[config.mk]
export PLATFORM = sky130hd
export DESIGN_NAME = mig_user_arbiter
export DESIGN_NICKNAME = d
export VERILOG_FILES = /design/src/rtl/mig_user_arbiter.sv
export SDC_FILE = /design/constraint.sdc
export NUM_CORES = 1
export LEC_CHECK = 0
export ABC_AREA = 1
export BUFFER_PORTS_ARGS = -buffer_cell sky130_fd_sc_hd__buf_4
export CORE_AREA = 2 2 428 430
export DETAILED_ROUTE_END_ITERATION = 10
export DIE_AREA = 0 0 430 432
export PLACE_DENSITY = 0.43
export SYNTH_ARGS = -nofsm -noshare
export SYNTH_HDL_FRONTEND = slang
export SYNTH_SLANG_ARGS = --single-unit
[constraint.sdc]
create_clock -name clk0_tb -period 3.6 [get_ports clk0_tb]
set_clock_uncertainty 0.15 [all_clocks]
set_input_delay 0.18 -clock clk0_tb [delete_from_list [all_inputs] [get_ports clk0_tb]]
set_output_delay 0.18 -clock clk0_tb [all_outputs]
set_load 0.01 [all_outputs]
[src/rtl/mig_user_arbiter.sv]
// mig_user_arbiter
//   Shares one MIG DDR2 user interface (address FIFO, write-data FIFO and
//   read return) between requester A and requester B. One command is admitted
//   at a time. A write is sent as two APPDATA_WIDTH beats (low half first).
//   Reads are tracked in a tag FIFO so that each returning beat pair is routed
//   to the port that issued it.
//
//   Configuration macro: MIG_ARB_STRICT_PRIO_EN
//     defined   - port A always wins a tie (B can starve)
//     undefined - round-robin between the ports (A wins the first tie)
//
//   Ports
//     clk0_tb, sys_rst_n              clock, async active-low reset
//     phy_init_done                   no grant while low
//     a_*/b_* req,cmd,addr,wdata,wmask requester command side (held until gnt)
//     a_gnt, b_gnt                    one-cycle grant pulse
//     a_rd_valid, b_rd_valid, rd_data routed read beats
//     rd_outstanding                  reads issued and not fully returned
//     rd_err                          sticky: read data with no read pending
//     app_af_*, app_wdf_*             MIG address / write-data FIFO writes
//     app_af_afull, app_wdf_afull     MIG FIFO almost-full
//     rd_data_valid, rd_data_fifo_out MIG read return
//
//   state | meaning
//   IDLE  | arbitrate; winner's command issued on the next cycle
//   WR2   | second write beat goes to the write-data FIFO
//   GAP   | idle cycle after a read command (keeps one command per 2 cycles)

module mig_user_arbiter #(
  parameter int APPDATA_WIDTH = 128,
  parameter int ADDR_WIDTH    = 31,
  parameter int TAG_DEPTH     = 16
) (
  input  logic                          clk0_tb,
  input  logic                          sys_rst_n,
  input  logic                          phy_init_done,
  input  logic                          a_req,
  input  logic                          b_req,
  input  logic [2:0]                    a_cmd,
  input  logic [2:0]                    b_cmd,
  input  logic [ADDR_WIDTH-1:0]         a_addr,
  input  logic [ADDR_WIDTH-1:0]         b_addr,
  input  logic [2*APPDATA_WIDTH-1:0]    a_wdata,
  input  logic [2*APPDATA_WIDTH-1:0]    b_wdata,
  input  logic [2*APPDATA_WIDTH/8-1:0]  a_wmask,
  input  logic [2*APPDATA_WIDTH/8-1:0]  b_wmask,
  output logic                          a_gnt,
  output logic                          b_gnt,
  output logic                          a_rd_valid,
  output logic                          b_rd_valid,
  output logic [APPDATA_WIDTH-1:0]      rd_data,
  output logic [$clog2(TAG_DEPTH):0]    rd_outstanding,
  output logic                          rd_err,
  output logic                          app_af_wren,
  output logic [ADDR_WIDTH-1:0]         app_af_addr,
  output logic [2:0]                    app_af_cmd,
  output logic                          app_wdf_wren,
  output logic [APPDATA_WIDTH-1:0]      app_wdf_data,
  output logic [APPDATA_WIDTH/8-1:0]    app_wdf_mask_data,
  input  logic                          app_af_afull,
  input  logic                          app_wdf_afull,
  input  logic                          rd_data_valid,
  input  logic [APPDATA_WIDTH-1:0]      rd_data_fifo_out
);

  localparam int TW = $clog2(TAG_DEPTH);
  localparam int MW = APPDATA_WIDTH / 8;
  localparam logic [2:0]  CMD_WR   = 3'b000;
  localparam logic [2:0]  CMD_RD   = 3'b001;
  localparam logic [TW:0] CNT_FULL = (TW+1)'(TAG_DEPTH);
  localparam logic [TW:0] CNT_ONE  = (TW+1)'(1);
  localparam logic [TW-1:0] PTR_ONE = TW'(1);

  typedef enum logic [1:0] {IDLE, WR2, GAP} state_t;

  state_t state_q, state_d;

  logic                     a_gnt_q, a_gnt_d, b_gnt_q, b_gnt_d;
  logic                     af_wren_q, af_wren_d;
  logic [ADDR_WIDTH-1:0]    af_addr_q, af_addr_d;
  logic [2:0]               af_cmd_q, af_cmd_d;
  logic                     wdf_wren_q, wdf_wren_d;
  logic [APPDATA_WIDTH-1:0] wdf_data_q, wdf_data_d;
  logic [MW-1:0]            wdf_mask_q, wdf_mask_d;
  logic [APPDATA_WIDTH-1:0] hi_data_q, hi_data_d;
  logic [MW-1:0]            hi_mask_q, hi_mask_d;
`ifndef MIG_ARB_STRICT_PRIO_EN
  logic                     rr_q, rr_d;   // 1: last grant went to B
`endif

  logic [TAG_DEPTH-1:0]     tag_mem_q;
  logic [TW-1:0]            tag_wr_q, tag_rd_q;
  logic [TW:0]              tag_cnt_q;
  logic                     beat_q;
  logic [APPDATA_WIDTH-1:0] rd_data_q;
  logic                     a_rdv_q, b_rdv_q, rd_err_q;

  logic tag_full, tag_empty, tag_push, tag_push_val, tag_pop, rd_fire, head_b;
  logic a_elig, b_elig, pick_a, pick_b;
  logic [2:0]                 win_cmd;
  logic [ADDR_WIDTH-1:0]      win_addr;
  logic [2*APPDATA_WIDTH-1:0] win_wdata;
  logic [2*MW-1:0]            win_wmask;

  assign tag_full  = (tag_cnt_q == CNT_FULL);
  assign tag_empty = (tag_cnt_q == '0);

  assign a_elig = phy_init_done && a_req && !app_af_afull &&
                  (((a_cmd == CMD_WR) && !app_wdf_afull) || ((a_cmd == CMD_RD) && !tag_full));
  assign b_elig = phy_init_done && b_req && !app_af_afull &&
                  (((b_cmd == CMD_WR) && !app_wdf_afull) || ((b_cmd == CMD_RD) && !tag_full));

`ifdef MIG_ARB_STRICT_PRIO_EN
  assign pick_a = a_elig;
`else
  assign pick_a = a_elig && (!b_elig || rr_q);
`endif
  assign pick_b = b_elig && !pick_a;

  assign win_cmd   = pick_b ? b_cmd   : a_cmd;
  assign win_addr  = pick_b ? b_addr  : a_addr;
  assign win_wdata = pick_b ? b_wdata : a_wdata;
  assign win_wmask = pick_b ? b_wmask : a_wmask;

  always_comb begin
    state_d      = state_q;
    a_gnt_d      = 1'b0;
    b_gnt_d      = 1'b0;
    af_wren_d    = 1'b0;
    af_addr_d    = af_addr_q;
    af_cmd_d     = af_cmd_q;
    wdf_wren_d   = 1'b0;
    wdf_data_d   = wdf_data_q;
    wdf_mask_d   = wdf_mask_q;
    hi_data_d    = hi_data_q;
    hi_mask_d    = hi_mask_q;
    tag_push     = 1'b0;
    tag_push_val = 1'b0;
`ifndef MIG_ARB_STRICT_PRIO_EN
    rr_d         = rr_q;
`endif
    case (state_q)
      IDLE: begin
        if (pick_a || pick_b) begin
          a_gnt_d   = pick_a;
          b_gnt_d   = pick_b;
          af_wren_d = 1'b1;
          af_addr_d = win_addr;
          af_cmd_d  = win_cmd;
`ifndef MIG_ARB_STRICT_PRIO_EN
          rr_d      = pick_b;
`endif
          if (win_cmd == CMD_WR) begin
            wdf_wren_d = 1'b1;
            wdf_data_d = win_wdata[APPDATA_WIDTH-1:0];
            wdf_mask_d = win_wmask[MW-1:0];
            // upper half is held here so the requester may move on after gnt
            hi_data_d  = win_wdata[2*APPDATA_WIDTH-1:APPDATA_WIDTH];
            hi_mask_d  = win_wmask[2*MW-1:MW];
            state_d    = WR2;
          end else begin
            tag_push     = 1'b1;
            tag_push_val = pick_b;
            state_d      = GAP;
          end
        end
      end
      // beat1 is sent regardless of afull: MIG afull leaves enough margin
      WR2: begin
        wdf_wren_d = 1'b1;
        wdf_data_d = hi_data_q;
        wdf_mask_d = hi_mask_q;
        state_d    = IDLE;
      end
      GAP:     state_d = IDLE;
      default: state_d = IDLE;
    endcase
  end

  always_ff @(posedge clk0_tb or negedge sys_rst_n) begin
    if (!sys_rst_n) begin
      state_q    <= IDLE;
      a_gnt_q    <= 1'b0;
      b_gnt_q    <= 1'b0;
      af_wren_q  <= 1'b0;
      af_addr_q  <= '0;
      af_cmd_q   <= '0;
      wdf_wren_q <= 1'b0;
      wdf_data_q <= '0;
      wdf_mask_q <= '0;
      hi_data_q  <= '0;
      hi_mask_q  <= '0;
`ifndef MIG_ARB_STRICT_PRIO_EN
      rr_q       <= 1'b1;
`endif
    end else begin
      state_q    <= state_d;
      a_gnt_q    <= a_gnt_d;
      b_gnt_q    <= b_gnt_d;
      af_wren_q  <= af_wren_d;
      af_addr_q  <= af_addr_d;
      af_cmd_q   <= af_cmd_d;
      wdf_wren_q <= wdf_wren_d;
      wdf_data_q <= wdf_data_d;
      wdf_mask_q <= wdf_mask_d;
      hi_data_q  <= hi_data_d;
      hi_mask_q  <= hi_mask_d;
`ifndef MIG_ARB_STRICT_PRIO_EN
      rr_q       <= rr_d;
`endif
    end
  end

  // Read return: every beat is routed by the head tag; the tag retires on
  // the second beat of its burst.
  assign head_b  = tag_mem_q[tag_rd_q];
  assign rd_fire = rd_data_valid && !tag_empty;
  assign tag_pop = rd_fire && beat_q;

  always_ff @(posedge clk0_tb or negedge sys_rst_n) begin
    if (!sys_rst_n) begin
      tag_mem_q <= '0;
      tag_wr_q  <= '0;
      tag_rd_q  <= '0;
      tag_cnt_q <= '0;
      beat_q    <= 1'b0;
      rd_data_q <= '0;
      a_rdv_q   <= 1'b0;
      b_rdv_q   <= 1'b0;
      rd_err_q  <= 1'b0;
    end else begin
      a_rdv_q <= rd_fire && !head_b;
      b_rdv_q <= rd_fire && head_b;
      if (rd_fire) begin
        rd_data_q <= rd_data_fifo_out;
        beat_q    <= ~beat_q;
      end
      if (rd_data_valid && tag_empty) rd_err_q <= 1'b1;
      if (tag_push) begin
        tag_mem_q[tag_wr_q] <= tag_push_val;
        tag_wr_q            <= tag_wr_q + PTR_ONE;
      end
      if (tag_pop) tag_rd_q <= tag_rd_q + PTR_ONE;
      case ({tag_push, tag_pop})
        2'b10:   tag_cnt_q <= tag_cnt_q + CNT_ONE;
        2'b01:   tag_cnt_q <= tag_cnt_q - CNT_ONE;
        default: tag_cnt_q <= tag_cnt_q;
      endcase
    end
  end

  assign a_gnt             = a_gnt_q;
  assign b_gnt             = b_gnt_q;
  assign app_af_wren       = af_wren_q;
  assign app_af_addr       = af_addr_q;
  assign app_af_cmd        = af_cmd_q;
  assign app_wdf_wren      = wdf_wren_q;
  assign app_wdf_data      = wdf_data_q;
  assign app_wdf_mask_data = wdf_mask_q;
  assign a_rd_valid        = a_rdv_q;
  assign b_rd_valid        = b_rdv_q;
  assign rd_data           = rd_data_q;
  assign rd_outstanding    = tag_cnt_q;
  assign rd_err            = rd_err_q;

endmodule

==> results of run 1 <==
## power by group through the flow
stage                     registers (W)  clock network (W)  logic [W]
after floorplan                 0.00889                  0    0.00239
after global placement          0.00853                  0    0.00696
after detailed placement        0.00859                  0    0.00699
after CTS                       0.00851            0.00753    0.00791
after global routing            0.00874            0.00772    0.00851
final                           0.00851            0.00719    0.00776
## synthesized netlist by cell type
master	count	area, sq um
nand2_1	1146	4302
dfrtp_1	489	12240
inv_1	463	1738
nand3_1	458	2292
o21ai_0	302	1511
mux2_2	128	1441
clkbuf_1	117	439.2
nor2_1	76	285.3
buf_2	60	300.3
a31oi_1	31	193.9
buf_1	29	108.9
nand4_1	19	118.9
buf_4	18	135.1
ha_1	8	100.1
xor2_1	6	52.55
a21oi_1	5	25.02
o22ai_1	4	25.02
xnor2_1	4	35.03
buf_6	2	22.52
inv_2	2	7.510
nor2_2	2	12.51
o21bai_1	2	15.01
a21o_1	1	7.510
dfstp_2	1	26.28
nand2_4	1	11.26
nand3_2	1	10.01
o21ai_1	1	5.000
o21ai_2	1	8.760
## through the flow
stage               instances  hold slack (ps)
floorplan                3377           -265.6
global placement         6711            145.9
detailed placement       6711            141.0
CTS                      7605            3.422
global route             7609            33.56
finish                   7609            38.34
## cell type report
type	instances	area share
Clock inverter	28	0.005763
Sequential cell	490	0.2627
Clock buffer	102	0.04511
Timing Repair Buffer	1939	0.3592
Tap cell	2385	0.06393
Multi-Input combinational cell	2196	0.2253
Antenna cell	4	0.0002144
Inverter	465	0.03782
## critical path, stage by stage (launching register included)
cell,delay (ps)
dfrtp_1,460
nor2_2,100
nand4_1,100
nand2_1,170
inv_6,130
buf_4,360
buf_4,600
nand3_1,180
nand3_1,150
dlygate4sd3_1,570
nand2_1,50
nand2_1,60
nand2_1,50
## path summary, 6_finish.rpt
path                                                     from                            to  slack (ps)  depth (start not counted)
worst max-delay path            rd_outstanding[0]$_DFFE_PN0P_   app_wdf_data[1]$_DFFE_PN0P_         230                         12
worst min-delay path                             a_wdata[212]     hi_data_q[84]$_DFFE_PN0P_          40                          4
worst max register to register  rd_outstanding[0]$_DFFE_PN0P_   app_wdf_data[1]$_DFFE_PN0P_         230                         12
worst min register to register       hi_mask_q[7]$_DFFE_PN0P_      hi_mask_q[7]$_DFFE_PN0P_         330                          2
max in group asynchronous                           sys_rst_n       rd_data[81]$_DFFE_PN0P_        1800                          4
min in group asynchronous                           sys_rst_n  app_wdf_data[77]$_DFFE_PN0P_         500                          3
## cell usage in the layout (no fill, tap or decap), drive strengths merged, types with 4 or more instances in the layout
| cell | Yosys | final |
|---|---|---|
| nand3 | 459 | 459 |
| nor2 | 78 | 78 |
| dfrtp | 489 | 489 |
| diode | 0 | 4 |
| o21ai | 304 | 304 |
| xor2 | 6 | 6 |
| inv | 465 | 473 |
| buf | 109 | 1176 |
| xnor2 | 4 | 4 |
| a21oi | 5 | 5 |
| o22ai | 4 | 4 |
| clkbuf | 117 | 102 |
| nand2 | 1147 | 1147 |
| a31oi | 31 | 31 |
| dlygate4sd3 | 0 | 763 |
| ha | 8 | 8 |
| mux2 | 128 | 128 |
| clkinv | 0 | 18 |
| nand4 | 19 | 19 |
## per-layer routing
metal	wire length, microns	up-vias
met5	34	-
met4	4404	6
met3	6699	183
li1	-	14170
met2	66800	820
met1	50470	13640
## timing repair
item | 4_1_cts | 5_1_grt
setup endpoints to repair | 0 | 29
hold endpoints to repair | 680 | 0
hold buffers | 764 | 0
resized for setup | 0 | 2
## logic make-up after synthesis
kind of cell / Yosys count / share of synthesized area
multiplexers: 128 / 0.05660
XOR/XNOR: 10 / 0.003439
AND/OR/NAND/NOR: 1703 / 0.2761
buffers and inverters: 691 / 0.1080
AO/OA/AOI/OAI: 347 / 0.07035
flip-flops: 490 / 0.4815
adder cells (fa/ha/maj): 8 / 0.003931
## state kept, by name, summed over array words and instances (netlist names), 2 cells and up
name	cells
app_af_addr	31
app_af_cmd	3
app_wdf_data	128
app_wdf_mask_data	16
hi_data_q	128
hi_mask_q	16
rd_data	128
rd_outstanding	5
state_q	2
tag_mem_q	16
tag_rd_q	4
tag_wr_q	4
==> flow_metrics.env, run 1 <==
export IMPL_rows=157
export IMPL_grt_pass1_wl_mm=187.2
export IMPL_ys_ff_latch=490
export IMPL_portBuffers=1097
export IMPL_postCtsSetupBuffers=0
export IMPL_maxCapViolCount=0
export IMPL_powerDensity_nw_per_um2=502.6
export IMPL_routed_via_density=3.787
export IMPL_fin_ws_ps=229.2
export IMPL_syn_to_final_growth_pct=83.30
export IMPL_pwr_share_seq=0.363
export IMPL_ff_latch_area_sq_um=12260
export IMPL_status="finished, final reports clean"
export IMPL_worst_ep_arrival_time_ps=3770
export IMPL_syn_inst=3377
export IMPL_die_h_microns=432
export IMPL_routed_wl_mm=128.4
export IMPL_ir_worst_vdd_mv=0.2908
export IMPL_power_total_w=0.02346
export IMPL_grt_util_met1=0.1505
export IMPL_syn_nets=4165
export IMPL_cts_buffers=71
export IMPL_clk_latency_ps=670
export IMPL_fin_setup_tns_ps=0
export IMPL_hp_class="in -> reg"
export IMPL_grt_use_met3=0.02626
export IMPL_placed_area_sq_um=36630
export IMPL_grtUsageTotal=0.1330
export IMPL_finalWeightedCongestion=0.8507
export IMPL_ioPinCount=1098
export IMPL_cts_root_buffer="clkbuf_16"
export IMPL_pwr_share_clk=0.307
export IMPL_crit_path_end_kind="flop"
export IMPL_avgSynthCellArea_sq_um=7.541
export IMPL_final_max_slew_viol_count=0
export IMPL_dpl_hpwl_mm=91.88
export IMPL_top_usage_layer="met2"
export IMPL_post_route_util=0.2569
export IMPL_place_ws_ps=443.6
export IMPL_yosys_warnings=0
export IMPL_ys_seq_area_frac=0.4815
export IMPL_fp_coreArea_sq_um=181700
export IMPL_drtPass1Iterations=5
export IMPL_power_switching_w=0.007728
export IMPL_gr_total_overflow=0
export IMPL_min_period_ps=3371
export IMPL_setup_violations=0
export IMPL_antenna_found_initial=12
export IMPL_fmax_ghz=0.2967
export IMPL_slew_headroom=0.3172
export IMPL_internal_power_w=0.01573
export IMPL_grtUsageMet2=0.2437
export IMPL_p_leak_nw=23.56
export IMPL_die_area_sq_um=185800
export IMPL_die_w_microns=430
export IMPL_synth_cell_types=28
export IMPL_rsz0062_at_grt="no"
export IMPL_multi_input_area_sq_um=10520
export IMPL_grt_pass1_vias=29340
export IMPL_stdcell_area_sq_um=46680
export IMPL_drt_iter0_drc=1317
export IMPL_drtAntennaViolNets=0
export IMPL_grt_max_degree=150
export IMPL_start_util=0.1402
export IMPL_finalCritPeriodShare=0.9363
export IMPL_swShare=0.3294
export IMPL_cts_tree="yes"
export IMPL_pwr_share_comb=0.331
export IMPL_clk_pin_slew_worst_paths_ps=60
export IMPL_nNetsFinal=5951
export IMPL_netlist_area_sq_um=25470
export IMPL_worstPathMaxFanout=49
export IMPL_hold_viol=0
export IMPL_cts_sinks=490
export IMPL_worst_slew_pin_transition_ps=1024
export IMPL_path_class="reg -> reg"
export IMPL_critPathLaunchType="flop"
export IMPL_drive_above_1_share=0.2751
export IMPL_drc=0
export IMPL_cts_buffer_depth=3
export IMPL_fillers=19860
export IMPL_required_ps=4000
export IMPL_wl_per_cell_microns=16.88
export IMPL_htreeDepth=3
export IMPL_vias=28820
(Power assumes the default switching activity.)
==> inputs of run 2 (changes only) <==
- ABC_AREA: 1 -> unset
- CORE_AREA: 2 2 428 430 -> 2 2 423 425
- DIE_AREA: 0 0 430 432 -> 0 0 425 427
- PLACE_DENSITY: 0.43 -> 0.41
==> run 2 against run 1 <==
Against the previous run:
- design area down 7.0%
- fmax down 3.7%
- sequential power fell by 4.7%
- via count is 18% lower
- non-clock buffer count rose by 25
- hold slack better by 79 ps
- clock power decreased by 6.4%
- wire length down 2.3%
- setup slack lost 130 ps
- critical path type unchanged
- largest cell class unchanged
==> flow_metrics.env, run 2 <==
export IMPL_status="finished, final reports clean"
export IMPL_cts_sinks=490
export IMPL_finalWeightedCongestion=0.8660
export IMPL_hold_viol=0
export IMPL_syn_to_final_growth_pct=96.54
export IMPL_fillers=19190
export IMPL_regToRegStartpoint="rd_outstanding[1]$_DFFE_PN0P_"
export IMPL_internal_power_w=0.01500
export IMPL_worstPathMaxFanout=64
export IMPL_gr_total_overflow=0
export IMPL_ys_ff_latch=490
export IMPL_holdCritStartpoint="rd_data_fifo_out[47]"
export IMPL_drive_above_1_share=0.3587
export IMPL_routed_wl_mm=125.5
export IMPL_critPathLaunchType="flop"
export IMPL_rows=155
export IMPL_finalCritPeriodShare=0.9723
export IMPL_timing_rr_end="app_wdf_data[10]$_DFFE_PN0P_"
export IMPL_grt_max_degree=130
export IMPL_required_ps=3980
export IMPL_grt_pass1_wl_mm=173.7
export IMPL_yosys_area_top_type_share=0.5538
export IMPL_ioPinCount=1098
export IMPL_synth_top_cells_by_area="dfrtp_1 55%, nand2_1 6.6%, a221o_1 6.5%, mux2i_1 6.5%, a22o_1 5.7%"
export IMPL_pwr_share_clk=0.310
export IMPL_routed_via_density=3.783
export IMPL_cts_buffers=67
export IMPL_p_leak_nw=19.90
export IMPL_pwr_share_seq=0.373
export IMPL_synth_edf_count=0
export IMPL_die_area_sq_um=181500
export IMPL_final_max_slew_viol_count=0
export IMPL_multi_input_area_sq_um=8950
export IMPL_netlist_area_sq_um=22100
export IMPL_critical_path_buf_inv_count=5
export IMPL_die_w_microns=425
export IMPL_maxCapViolCount=0
export IMPL_yosys_warnings=0
export IMPL_portBuffers=1097
export IMPL_power_total_w=0.02173
export IMPL_yosysMostFrequentCell="dfrtp_1"
export IMPL_crit_path_end_kind="flop"
export IMPL_synthArstFlopShare=1.000
export IMPL_ff2ff_path_depth=10
export IMPL_synth_main_ff_cell="dfrtp_1"
export IMPL_syn_inst=1961
export IMPL_min_period_ps=3500
export IMPL_pwr_share_comb=0.317
export IMPL_fin_setup_tns_ps=0
export IMPL_syn_nets=2749
export IMPL_worst_slew_pin_transition_ps=776.7
export IMPL_drc=0
export IMPL_hp_class="in -> reg"
export IMPL_wl_per_cell_microns=20.14
export IMPL_critPathTopFamily="buffers and inverters"
export IMPL_final_common_cell="buf_4"
export IMPL_r2r_slack_ps=100
export IMPL_drt_iter0_drc=1217
export IMPL_start_util=0.1247
export IMPL_dpl_hpwl_mm=90.66
export IMPL_hold_end="rd_data[47]$_DFFE_PN0P_"
export IMPL_cts_tree="yes"
export IMPL_grt_pass1_vias=24770
export IMPL_die_h_microns=427
export IMPL_synth_cell_types=52
export IMPL_ys_seq_area_frac=0.5550
export IMPL_power_switching_w=0.006728
export IMPL_crit_chain="nor4_4, a31oi_2, buf_4, a311oi_4, clkbuf_16, nor3_4, buf_6, buf_12, a221o_1, dlygate4sd3_1"
export IMPL_cts_root_buffer="clkbuf_16"
export IMPL_cts_buffer_depth=3
export IMPL_drtAntennaViolNets=0
export IMPL_ff_latch_area_sq_um=12270
export IMPL_placed_area_sq_um=33260
export IMPL_grtUsageTotal=0.1299
export IMPL_final_cell_mix="1,155 x buf_4, 779 x dlygate4sd3_1, 486 x dfrtp_1"
export IMPL_critical_path_max_stage_delay_ps=570
export IMPL_drtPass1Iterations=5
export IMPL_worst_ep_arrival_time_ps=3880
export IMPL_antenna_found_initial=37
export IMPL_synth_commonest_cells="489 x dfrtp_1, 387 x nand2_1, 147 x a21oi_1, 147 x nor3_1"
export IMPL_fmax_ghz=0.2857
export IMPL_path_class="reg -> reg"
export IMPL_swShare=0.3096
export IMPL_ir_worst_vdd_mv=0.3160
export IMPL_hold_path_depth=4
export IMPL_nNetsFinal=4611
export IMPL_cpMaxStageDelayCell="dlygate4sd3_1"
export IMPL_vias=23570
export IMPL_yosysTopAreaCell="dfrtp_1"
export IMPL_avgSynthCellArea_sq_um=11.27
export IMPL_stdcell_area_sq_um=43430
export IMPL_rsz0062_at_grt="yes"
export IMPL_setup_violations=0
export IMPL_powerDensity_nw_per_um2=500.3
export IMPL_clk_latency_ps=660
export IMPL_htreeDepth=3
export IMPL_fp_coreArea_sq_um=177300
export IMPL_clk_pin_slew_worst_paths_ps=50
export IMPL_slew_headroom=0.4810
-- run 2: cell types whose count changed after synthesis, sizes merged, moves of 72 or more --
cell | previous run | this run
inv | 465 | 10
nand2 | 1147 | 387
nor3 | 0 | 147
a21oi | 5 | 148
a221o | 0 | 144
nand3 | 459 | 1
mux2i | 0 | 144
a22o | 0 | 144
nor2 | 78 | 6
o21ai | 304 | 6
-- run 2: cell type report --
| type | instances | share of cell area |
|---|---|---|
| Multi-Input combinational cell | 1290 | 0.2061 |
| Clock inverter | 16 | 0.003774 |
| Tap cell | 2355 | 0.06785 |
| Sequential cell | 490 | 0.2824 |
| Inverter | 10 | 0.0008643 |
| Timing Repair Buffer | 1964 | 0.3926 |
| Antenna cell | 6 | 0.0003457 |
| Clock buffer | 100 | 0.04609 |
-- run 2: kinds of logic after synthesis --
kind of cell,share of synthesized area
AOI/OAI and AO/OA,0.1691
xor gates and xnor gates,0.005549
adders and majority gates,0.004530
buffers and inverters,0.04349
DFF,0.5550
muxes,0.1116
and+or+nand+nor,0.1108
-- run 2: how the worst max path moves through the flow --
stage	end	depth (start not counted)	start	slack, ps
2_1_floorplan	rd_outstanding[4]$_DFFE_PN0P_	13	rd_outstanding[0]$_DFFE_PN0P_	310
3_3_place_gp	hi_data_q[8]$_DFFE_PN0P_	6	rd_outstanding[1]$_DFFE_PN0P_	370
3_5_place_dp	hi_data_q[11]$_DFFE_PN0P_	6	rd_outstanding[1]$_DFFE_PN0P_	340
4_1_cts	app_wdf_data[30]$_DFFE_PN0P_	9	rd_outstanding[0]$_DFFE_PN0P_	10
5_1_grt	app_wdf_data[86]$_DFFE_PN0P_	9	rd_outstanding[2]$_DFFE_PN0P_	-50
6_report	app_wdf_data[10]$_DFFE_PN0P_	10	rd_outstanding[1]$_DFFE_PN0P_	100
-- run 2: power groups by stage --
stage	Clock [W]	Sequential, W	Combinational, W
floorplan	0	0.00835	0.00192
global placement	0	0.00816	0.00560
detailed placement	0	0.00815	0.00565
CTS	0.00703	0.00810	0.00693
global route	0.00722	0.00830	0.00744
finish	0.00673	0.00811	0.00688
-- run 2: per-stage QoR --
stage	instances	utilization	setup WS, ps	hold WS [ps]
after detailed placement	5317	0.1876	339.4	101.9
after global routing	6229	0.2450	-45.81	78.36
final	6231	0.2450	99.71	117.2
after floorplan	1961	-	312.6	-265.6
after CTS	6213	0.2440	13.92	27.96
after global placement	5317	0.1876	373.0	107.2
-- run 2: routing by layer --
layer / wire length, microns / global-route usage
met2: 64950 / 0.2316
met3: 6981 / 0.02765
met5: 44 / 0
met1: 49400 / 0.1513
met4: 4107 / 0.04941
-- run 2: worst min-delay path, stage by stage --
cell and delay, ps:
dlygate4sd3_1 520, buf_4 90, nand2_1 40, nand2_1 40
-- run 2: timing repair --
| item | CTS | global route |
|---|---|---|
| endpoints found under the setup margin | 0 | 144 |
| hold endpoints to repair | 751 | 0 |
| resized for setup | 0 | 16 |
| hold buffers | 780 | 0 |
| setup buffers | 0 | 9 |
